### src/rtl/wide_add_sequencer.sv
// Multi-precision adder: time-shares one SLICE_W-bit ripple slice over WORDS slices, LSB first.
// Optional macro WIDE_ADD_SEQ_SUB_EN adds a 'sub' port for X - Y - Cin with borrow-out on Cout.
module wide_add_sequencer #(
    parameter int WORDS   = 4,
    parameter int SLICE_W = 8
) (
    input  logic                       clk,
    input  logic                       rst_n,
    input  logic                       start_valid,
    output logic                       start_ready,
    input  logic [WORDS*SLICE_W-1:0]   X,
    input  logic [WORDS*SLICE_W-1:0]   Y,
    input  logic                       Cin,
`ifdef WIDE_ADD_SEQ_SUB_EN
    input  logic                       sub,
`endif
    output logic [WORDS*SLICE_W-1:0]   S,
    output logic                       Cout,
    output logic                       done_valid,
    input  logic                       done_ready,
    output logic                       busy
);

    localparam int W     = WORDS * SLICE_W;
    localparam int IDX_W = (WORDS > 1) ? $clog2(WORDS) : 1;

    typedef enum logic [1:0] {
        IDLE,
        RUN,
        DONE
    } state_t;

    state_t             state_q, state_d;
    logic [W-1:0]       x_q, x_d;
    logic [W-1:0]       y_q, y_d;
    logic [W-1:0]       s_q, s_d;
    logic [IDX_W-1:0]   idx_q, idx_d;
    logic               carry_q, carry_d;
    logic               cout_q, cout_d;
    logic               done_valid_q, done_valid_d;
`ifdef WIDE_ADD_SEQ_SUB_EN
    logic               sub_q, sub_d;
`endif

    logic [SLICE_W-1:0] slice_a;
    logic [SLICE_W-1:0] slice_b;
    logic [SLICE_W-1:0] slice_sum;
    logic               slice_co;
    logic               final_co;

    always_comb begin
        slice_a = x_q[idx_q*SLICE_W +: SLICE_W];
        slice_b = y_q[idx_q*SLICE_W +: SLICE_W];
`ifdef WIDE_ADD_SEQ_SUB_EN
        if (sub_q) begin
            slice_b = ~slice_b;
        end
`endif
        {slice_co, slice_sum} = {1'b0, slice_a} + {1'b0, slice_b} + {{SLICE_W{1'b0}}, carry_q};
        final_co = slice_co;
`ifdef WIDE_ADD_SEQ_SUB_EN
        // In subtract mode the top carry is inverted to report a borrow.
        final_co = slice_co ^ sub_q;
`endif
    end

    always_comb begin
        state_d      = state_q;
        x_d          = x_q;
        y_d          = y_q;
        s_d          = s_q;
        idx_d        = idx_q;
        carry_d      = carry_q;
        cout_d       = cout_q;
        done_valid_d = done_valid_q;
`ifdef WIDE_ADD_SEQ_SUB_EN
        sub_d        = sub_q;
`endif
        case (state_q)
            IDLE: begin
                if (start_valid) begin
                    x_d     = X;
                    y_d     = Y;
                    carry_d = Cin;
`ifdef WIDE_ADD_SEQ_SUB_EN
                    sub_d   = sub;
                    carry_d = sub ? ~Cin : Cin;
`endif
                    idx_d   = '0;
                    s_d     = '0;
                    state_d = RUN;
                end
            end
            RUN: begin
                s_d[idx_q*SLICE_W +: SLICE_W] = slice_sum;
                carry_d = slice_co;
                if (idx_q == IDX_W'(WORDS - 1)) begin
                    idx_d        = '0;
                    cout_d       = final_co;
                    done_valid_d = 1'b1;
                    state_d      = DONE;
                end else begin
                    idx_d = idx_q + IDX_W'(1);
                end
            end
            DONE: begin
                if (done_ready) begin
                    done_valid_d = 1'b0;
                    state_d      = IDLE;
                end
            end
            default: begin
                state_d = IDLE;
            end
        endcase
    end

    always_ff @(posedge clk or negedge rst_n) begin
        if (!rst_n) begin
            state_q      <= IDLE;
            x_q          <= '0;
            y_q          <= '0;
            s_q          <= '0;
            idx_q        <= '0;
            carry_q      <= 1'b0;
            cout_q       <= 1'b0;
            done_valid_q <= 1'b0;
`ifdef WIDE_ADD_SEQ_SUB_EN
            sub_q        <= 1'b0;
`endif
        end else begin
            state_q      <= state_d;
            x_q          <= x_d;
            y_q          <= y_d;
            s_q          <= s_d;
            idx_q        <= idx_d;
            carry_q      <= carry_d;
            cout_q       <= cout_d;
            done_valid_q <= done_valid_d;
`ifdef WIDE_ADD_SEQ_SUB_EN
            sub_q        <= sub_d;
`endif
        end
    end

    assign start_ready = (state_q == IDLE);
    assign busy        = (state_q != IDLE);
    assign S           = s_q;
    assign Cout        = cout_q;
    assign done_valid  = done_valid_q;

endmodule

### config.mk
export PLATFORM = sky130hd
export DESIGN_NAME = wide_add_sequencer
export DESIGN_NICKNAME = d
export VERILOG_FILES = /design/src/rtl/wide_add_sequencer.sv
export SDC_FILE = /design/constraint.sdc
export NUM_CORES = 1
export LEC_CHECK = 0
export CAP_MARGIN = 25
export CORE_UTILIZATION = 50
export DETAILED_ROUTE_END_ITERATION = 10
export PLACE_DENSITY = 0.89
export SYNTH_ARGS = -nofsm -noshare
export SYNTH_HDL_FRONTEND = slang
export SYNTH_SLANG_ARGS = --single-unit
### constraint.sdc
create_clock -name clk -period 3.28 [get_ports clk]
set_input_delay 0.492 -clock clk [delete_from_list [all_inputs] [get_ports clk]]
set_output_delay 0.492 -clock clk [all_outputs]
set_load 0.1 [all_outputs]
Word level (Yosys, flattened, before mapping)
Cells that the tools add are included.

Register bits after elaboration: 103. Latch bits: 0. Memory bits (writable): 0. Memory bits (read-only): 0. Input bits: 69. Output and inout port bits: 36. Word-level logic and storage cells: 46. Memories: 0.

Add/subtract/negate cells: 4. Multiply operators: 0. Div/mod/pow operators: 0. Order comparisons: 0. Equality and inequality tests: 6. Shift-type cells: 4. Multiplexer cells: 15. Bitwise operators: 0. Reduce and logical (&&, ||, !) cells: 9.

Operators with widths (count): $pmux 32 s2 (1); $shiftx 32x6->8 (2); $neg 5->34 (1); $shift 8x34->32 const A (1); $shiftx 8x34->32 (1); $bwmux 32 (1); $mux 32 (1); $mux 2 (5); $add 8x8->9 (1); $add 9x1->9 (1); $ne 2x2->1 const B (3); $pmux 2 s3 (1); $reduce_and 2->1 (3); $reduce_and 3->1 (2); $reduce_bool 2->1 (3); $eq 2x2->1 const B (2); $pmux 1 s2 (2); $pmux 2 s2 (1); $mux 1 (3); $add 2x1->2 const B (1); $eq 2x1->1 const B (1); $logic_not 2->1 (1).

Logic depth before layout (Yosys ltp)
Gate-level depths: netlist (run 1).

Word-level depth: 6. Depth in mapped cells: 10. Depth with buffers taken out: 9.

Worst setup path after synthesis (run 1)
No wires, ideal clock.

Path kind: reg-to-reg. Start: reg idx_q[0]. End: reg carry_q. Library setup time: 126 ps. Arrival time: 2796 ps. Required time: 3154 ps. Path slack: 358 ps. Cell stages (with the launch flop): 11. Buffers on the path: 1. Clock period less this slack: 2922 ps. Cells stage by stage: dfrtp_1 > buf_4 > mux4_2 > fa_1 > inv_1 > fa_1 > nand2b_1 > a21oi_1 > a211oi_1 > o21ai_0 > a221o_1.

Word-level cells in the longest chain between the ends: 4. Elaborated cells on any way between the ends: 5. Classes of those cells: 2 x add/sub; 2 x shift; 1 x mux.

Ends and longest elaborated chain: start: declaration (RTL line 37) `logic [IDX_W-1:0] idx_q, idx_d;`; start signal: assignment (RTL line 136) `idx_q <= idx_d;`; $shiftx 32x6->8 (on tied branches) (RTL line 52, 53); $add 8x8->9 * (RTL line 59) `{slice_co, slice_sum} = {1'b0, slice_a} + {1'b0, slice_b} + {{SLICE_W{1'b0}}, carry_q};`; $add 9x1->9 * (RTL line 59); $pmux 1 s2 * (RTL line 79) `case (state_q)`; end signal: assignment (RTL line 137) `carry_q <= carry_d;`; end: declaration (RTL line 38) `logic carry_q, carry_d;`.

Mark *: on every way between the ends. The rest lies on a longest branch, timed or not. A chain may end at the register's enable or synchronous reset.

Final worst setup path (run 1)
Ends and elaborated chain as after synthesis.

==> results of run 1 <==
[cell type report]
type | count | share of cell area
Inverter | 11 | 0.00686
Tap cell | 108 | 0.0225
Multi-Input combinational cell | 318 | 0.328
Clock inverter | 5 | 0.00936
Clock buffer | 11 | 0.0252
Sequential cell | 103 | 0.428
Timing Repair Buffer | 112 | 0.180
[state kept, by name (all words and copies together) (netlist names)]
signal      count
done_valid      1
idx_q           2
y_q            32
carry_q         1
x_q            32
S              32
state_q         2
Cout            1
[placed cells by master, fill, tap and decap left out, drive strengths merged]
master	n
o21bai	1
mux2	2
nand2	209
o21ai	8
o31ai	3
a211oi	2
nand3	1
and2	1
mux4	16
nor4	3
clkinv	3
clkdlybuf4s50	97
inv	11
fa	2
a21o	1
clkbuf	11
nor2b	1
bufinv	1
clkinvlp	1
ha	11
and3	1
o211ai	2
xnor2	6
buf	15
a22o	28
nor3	1
nand2b	2
a21oi	11
dfrtp	103
a221o	1
nor2	5
[synthesized netlist by cell type (all sizes together), types with 5 or more instances]
| library cell | number |
|---|---|
| a22o | 28 |
| nor2 | 5 |
| inv | 11 |
| o21ai | 8 |
| xnor2 | 6 |
| a21oi | 11 |
| mux4 | 16 |
| buf | 14 |
| ha | 11 |
| nand2 | 209 |
| dfrtp | 103 |
| clkbuf | 6 |
[worst min path at each step]
| stage | from | slack [ns] | cells past startpoint | end |
|---|---|---|---|---|
| 6_report | rst_n | 0.22 | 1 | done_valid |
| 2_1_floorplan | rst_n | 0.20 | 0 | Cout |
| 3_3_place_gp | x_q[18] | 0.46 | 2 | x_q[18] |
| 4_1_cts | rst_n | 0.24 | 1 | done_valid |
| 3_5_place_dp | x_q[16] | 0.46 | 2 | x_q[16] |
| 5_1_grt | rst_n | 0.28 | 1 | x_q[31] |
[logic make-up (layout without fill, tap and decap cells)]
group,after synthesis,in the layout,share of synthesized area
AO/OA/AOI/OAI,57,57,0.0915
flip-flops,103,103,0.549
buffers and inverters,31,139,0.0315
AND/OR/NAND/NOR,224,224,0.197
multiplexers,18,18,0.0816
adder cells (fa/ha/maj),13,13,0.0379
XOR/XNOR,6,6,0.0112
[worst max-delay path, stage by stage, from the launching register on]
cell and delay [ns]:
dfrtp_1 0.46, mux4_2 0.55, fa_1 0.44, inv_1 0.09, fa_1 0.20, nand2b_1 0.15, a21oi_1 0.07, a211oi_1 0.29
o21ai_0 0.21, a221o_1 0.35
[through the flow]
stage	std cells	cell area, sq um	utilization	hold WS [ns]
floorplan	452	4690	-	0.196
global placement	652	5810	0.653	0.455
detailed placement	652	5810	0.653	0.460
CTS	668	6020	0.677	0.242
global route	668	6020	0.677	0.281
finish	668	6020	0.677	0.216
[layer usage]
metal | wire length, um | up-vias | global-route usage
li1 | - | 1717 | -
met1 | 4650 | 1757 | 0.304
met2 | 5550 | 152 | 0.420
met3 | 628 | 21 | 0.0340
met4 | 274 | 0 | 0.101
met5 | 0 | - | 0
==> out/qor.yml, run 1 <==
outcome:
  outcome: "finished clean"
worst_setup_path:
  worstSetupEndpoint: "carry_q"
  crit_required_ns: 3.54
  worstRegToRegCells: 9
  worstReg2RegEnd: "carry_q"
  r2r_setup_slack_ns: 0.37
  cp_max_fo: 4
  arrival_ns: 3.17
  crit-reg2reg-launch: "idx_q[0]"
  worstSetupStartpoint: "idx_q[0]"
  crit_path_end_kind: "register"
  startpoint_type: "register"
  timing_worst_setup_path_type: "reg2reg"
synthesis:
  syn_avg_cell_area_sq_um: 10.4
  synthArstFlopShare: 1.00
  synth_edf_count: 0
  synth_nets: 534
  synth_area_sq_um: 4690
  seq_area_frac_synth: 0.549
  synth-main-ff-cell: "dfrtp_1"
  synth_area_leaders: "dfrtp_1, nand2_1, mux4_2"
  ys_ff_latch: 103
  yosys_warnings: 0
  synth.top_cell.area_share: 0.549
  synth_cell_types: 34
  syn-instance-count: 452
  yosys.area.top_type: "dfrtp_1"
final_layout:
  multi_input_area_sq_um: 1970
  finalNetCount: 637
  fillers: 681
  final_layout_size_suffix_gt1_frac: 0.111
  regArea_sq_um: 2580
  antenna_cells: 0
  area_growth_pct: 28.2
clock_network:
  cts_hold_buf: 0
  cts_setup_buffers: 0
  htreeDepth: 3
  cts_tree: "done"
  cts.path.max_buffers: 2
  cts.repair.resized: 0
  cts_buffers: 9
  clkLatencyLatePin_ns: 0.36
  clkTransAtPathRegs_ns: 0.10
  cts.sinks: 103
  cts_root_buffer: "clkbuf_8"
detailed_routing:
  final_antenna_net_count: 0
  vias: 3647
  vias_per_cell: 5.46
  routedWlPerCell_um: 16.6
  drt-total-wl_um: 11100
  drtIter0Drc: 177
  drc: 0
  first_pass_iters: 4
die:
  start_util: 0.528
  die_x_um: 98.9
  fp.dieH_um: 98.9
  design.die.area_sq_um: 9780
  rows: 34
  ios: 105
  core_region_area_sq_um: 8890
placed_design:
  hpwl_um: 8190
  portBuffers: 104
  preCtsSetupSlack_ns: 0.381
  place.gp.congestion: 0.820
global_routing:
  grt_pass1_wl_um: 18200
  grt_use_total: 0.242
  grt_overflow: 0
  grt_pass1_vias: 3736
  grt_start_max_net_pins: 68
  grt_antenna_before_repair: 0
hold_path:
  hp-class: "in2async"
sta:
  finClkSkew_ns: 0.0127
  tightestPinTransition_ns: 0.984
  hold_viol: 0
  setup_ws_ns: 0.368
  fmax_mhz: 343
  min_period_over_period: 0.888
  slew_viol_final: 0
  setup_violations: 0
  fin_crit_ns: 2.91
  relSlewSlack: 0.342
  rsz0062_at_grt: "no"
  fin_setup_tns_ns: 0
flow_run:
  cap_violations: 0
Power of run 1 is left out: the tool's default activity adds up to more than one toggle a clock period on the data nets, which glitch-free logic cannot reach.
==> run 2: changes to the inputs <==
--- a/config.mk
+++ b/config.mk
@@ -6,6 +6,7 @@
 export NUM_CORES = 1
 export LEC_CHECK = 0
 export CAP_MARGIN = 25
+export CORE_MARGIN = 3
 export CORE_UTILIZATION = 50
 export DETAILED_ROUTE_END_ITERATION = 10
 export PLACE_DENSITY = 0.89
==> out/qor.yml, run 2 (synthesis results as in run 1) <==
final_layout:
  layout_commonest_cell: "nand2_1"
  fillers: 674  # -1.0%
  area_growth_pct: 28.2  # unchanged
  final_layout_size_suffix_gt1_frac: 0.107  # -0.00338
  antenna_cells: 0  # unchanged
  multi_input_area_sq_um: 1970  # unchanged
  regArea_sq_um: 2580  # unchanged
  finalNetCount: 636  # -0.16%
  final_cells: 667  # -0.15%
  most-common-layout-cells: "nand2_1, dfrtp_1, clkdlybuf4s50_1"
die:
  core_region_area_sq_um: 8930  # +0.48%
  fp.dieH_um: 103  # +4.0%
  start_util: 0.525  # -0.00251
  rows: 34  # unchanged
  design.die.area_sq_um: 10600  # +8.3%
  ios: 105  # unchanged
  die_x_um: 103  # +4.0%
detailed_routing:
  vias: 3697  # +1.4%
  drt-total-wl_um: 11500  # +3.7%
  first_pass_iters: 5  # +1
  drc: 0  # unchanged
  drtIter0Drc: 202  # +14%
  vias_per_cell: 5.54  # +1.5%
  routedWlPerCell_um: 17.2  # +3.8%
  final_antenna_net_count: 0  # unchanged
placed_design:
  preCtsSetupSlack_ns: 0.340  # -0.0410 ns
  hpwl_um: 8800  # +7.5%
  dp_cells: 651  # -0.15%
  portBuffers: 104  # unchanged
  place.gp.congestion: 0.860  # +4.9%
worst_setup_path:
  worstRegToRegCells: 9  # unchanged
  crit_required_ns: 3.54  # about the same
  cp_max_fo: 10  # +6
  crit_path_end_kind: "register"
  startpoint_type: "register"
  arrival_ns: 3.23  # +0.06 ns
  timing_worst_setup_path_type: "reg2reg"
clock_network:
  cts.path.max_buffers: 2  # unchanged
  cts_root_buffer: "clkbuf_8"
  cts.repair.resized: 0  # unchanged
  cts_buffers: 9  # unchanged
  cts_hold_buf: 0  # unchanged
  cts.sinks: 103  # unchanged
  clkLatencyLatePin_ns: 0.37  # about the same
  cts_setup_buffers: 0  # unchanged
  cts_tree: "done"
  clkTransAtPathRegs_ns: 0.10  # about the same
  htreeDepth: 3  # unchanged
global_routing:
  grt_overflow: 0  # unchanged
  grt_use_total: 0.231  # -0.0106
  grt_antenna_before_repair: 0  # unchanged
  grt_pass1_wl_um: 18600  # +2.3%
  grt_pass1_vias: 3902  # +4.4%
  grt_start_max_net_pins: 53  # -22%
sta:
  min_period_over_period: 0.908  # +0.0199
  rsz0062_at_grt: "no"
  slew_viol_final: 0  # unchanged
  relSlewSlack: 0.343  # +0.00111
  fin_crit_ns: 2.98  # +0.0654 ns
  hold_viol: 0  # unchanged
  tightestPinTransition_ns: 0.982  # -0.00166 ns
  finClkSkew_ns: 0.0133  # +0.000535 ns
  fmax_mhz: 336  # -2.2%
  fin_setup_tns_ns: 0  # unchanged
  setup_violations: 0  # unchanged
  setup_ws_ns: 0.302  # -0.0654 ns
hold_path:
  hp-class: "in2async"
outcome:
  outcome: "finished clean"
flow_run:
  cap_violations: 0  # unchanged
-- run 2: per-layer routing --
layer  vias to the layer above  global-route usage  routed length (um)
li1                       1709                   -                   -
met1                      1805               0.293                4620
met3                        21              0.0399                 777
met4                         0              0.0857                 231
met2                       162               0.400                5880
met5                         -                   0                   0
-- run 2: final cells by class --
class | instances | area share
clock buffer | 10 | 0.0229
clock inverter | 6 | 0.0125
inverter | 11 | 0.00686
multi-input combinational | 318 | 0.328
sequential | 103 | 0.428
tap | 108 | 0.0225
timing repair buffer | 111 | 0.179
-- run 2: worst max-delay path, stage by stage, from the launching register on --
cell      delay (ns)
dfrtp_1         0.60
mux4_2          0.40
fa_1            0.45
inv_1           0.09
fa_1            0.19
nand2b_1        0.15
a21oi_1         0.07
a211oi_1        0.37
o21ai_0         0.19
a221o_1         0.34
-- run 2: path summary, 6_finish.rpt --
| check | slack, ns | end | from |
|---|---|---|---|
| setup / recovery | 0.30 | carry_q | idx_q[1] |
| hold / removal | 0.14 | done_valid | rst_n |
| setup reg to reg | 0.30 | carry_q | idx_q[1] |
| hold reg to reg | 0.49 | x_q[3] | x_q[3] |
| max in group asynchronous | 2.29 | y_q[2] | rst_n |
| min in group clk | 0.49 | x_q[3] | x_q[3] |
-- run 2: stage by stage --
stage                     hold WS, ns  area (sq um)   util
after floorplan                 0.196          4690      -
after global placement          0.456          5800  0.650
after detailed placement        0.464          5800  0.650
after CTS                       0.158          6020  0.673
after global routing            0.172          6020  0.673
final                           0.143          6020  0.673
Power of run 2 is left out for the same reason.
==> run 3: changes to the inputs <==
--- a/config.mk
+++ b/config.mk
@@ -10,6 +10,7 @@
 export CORE_UTILIZATION = 50
 export DETAILED_ROUTE_END_ITERATION = 10
 export PLACE_DENSITY = 0.89
+export SKIP_LAST_GASP = 1
 export SYNTH_ARGS = -nofsm -noshare
 export SYNTH_HDL_FRONTEND = slang
 export SYNTH_SLANG_ARGS = --single-unit
==> results of run 3 <==
The final DEF is identical to that of run 2; final timing and power are the same.
Power of run 3 is left out for the same reason.
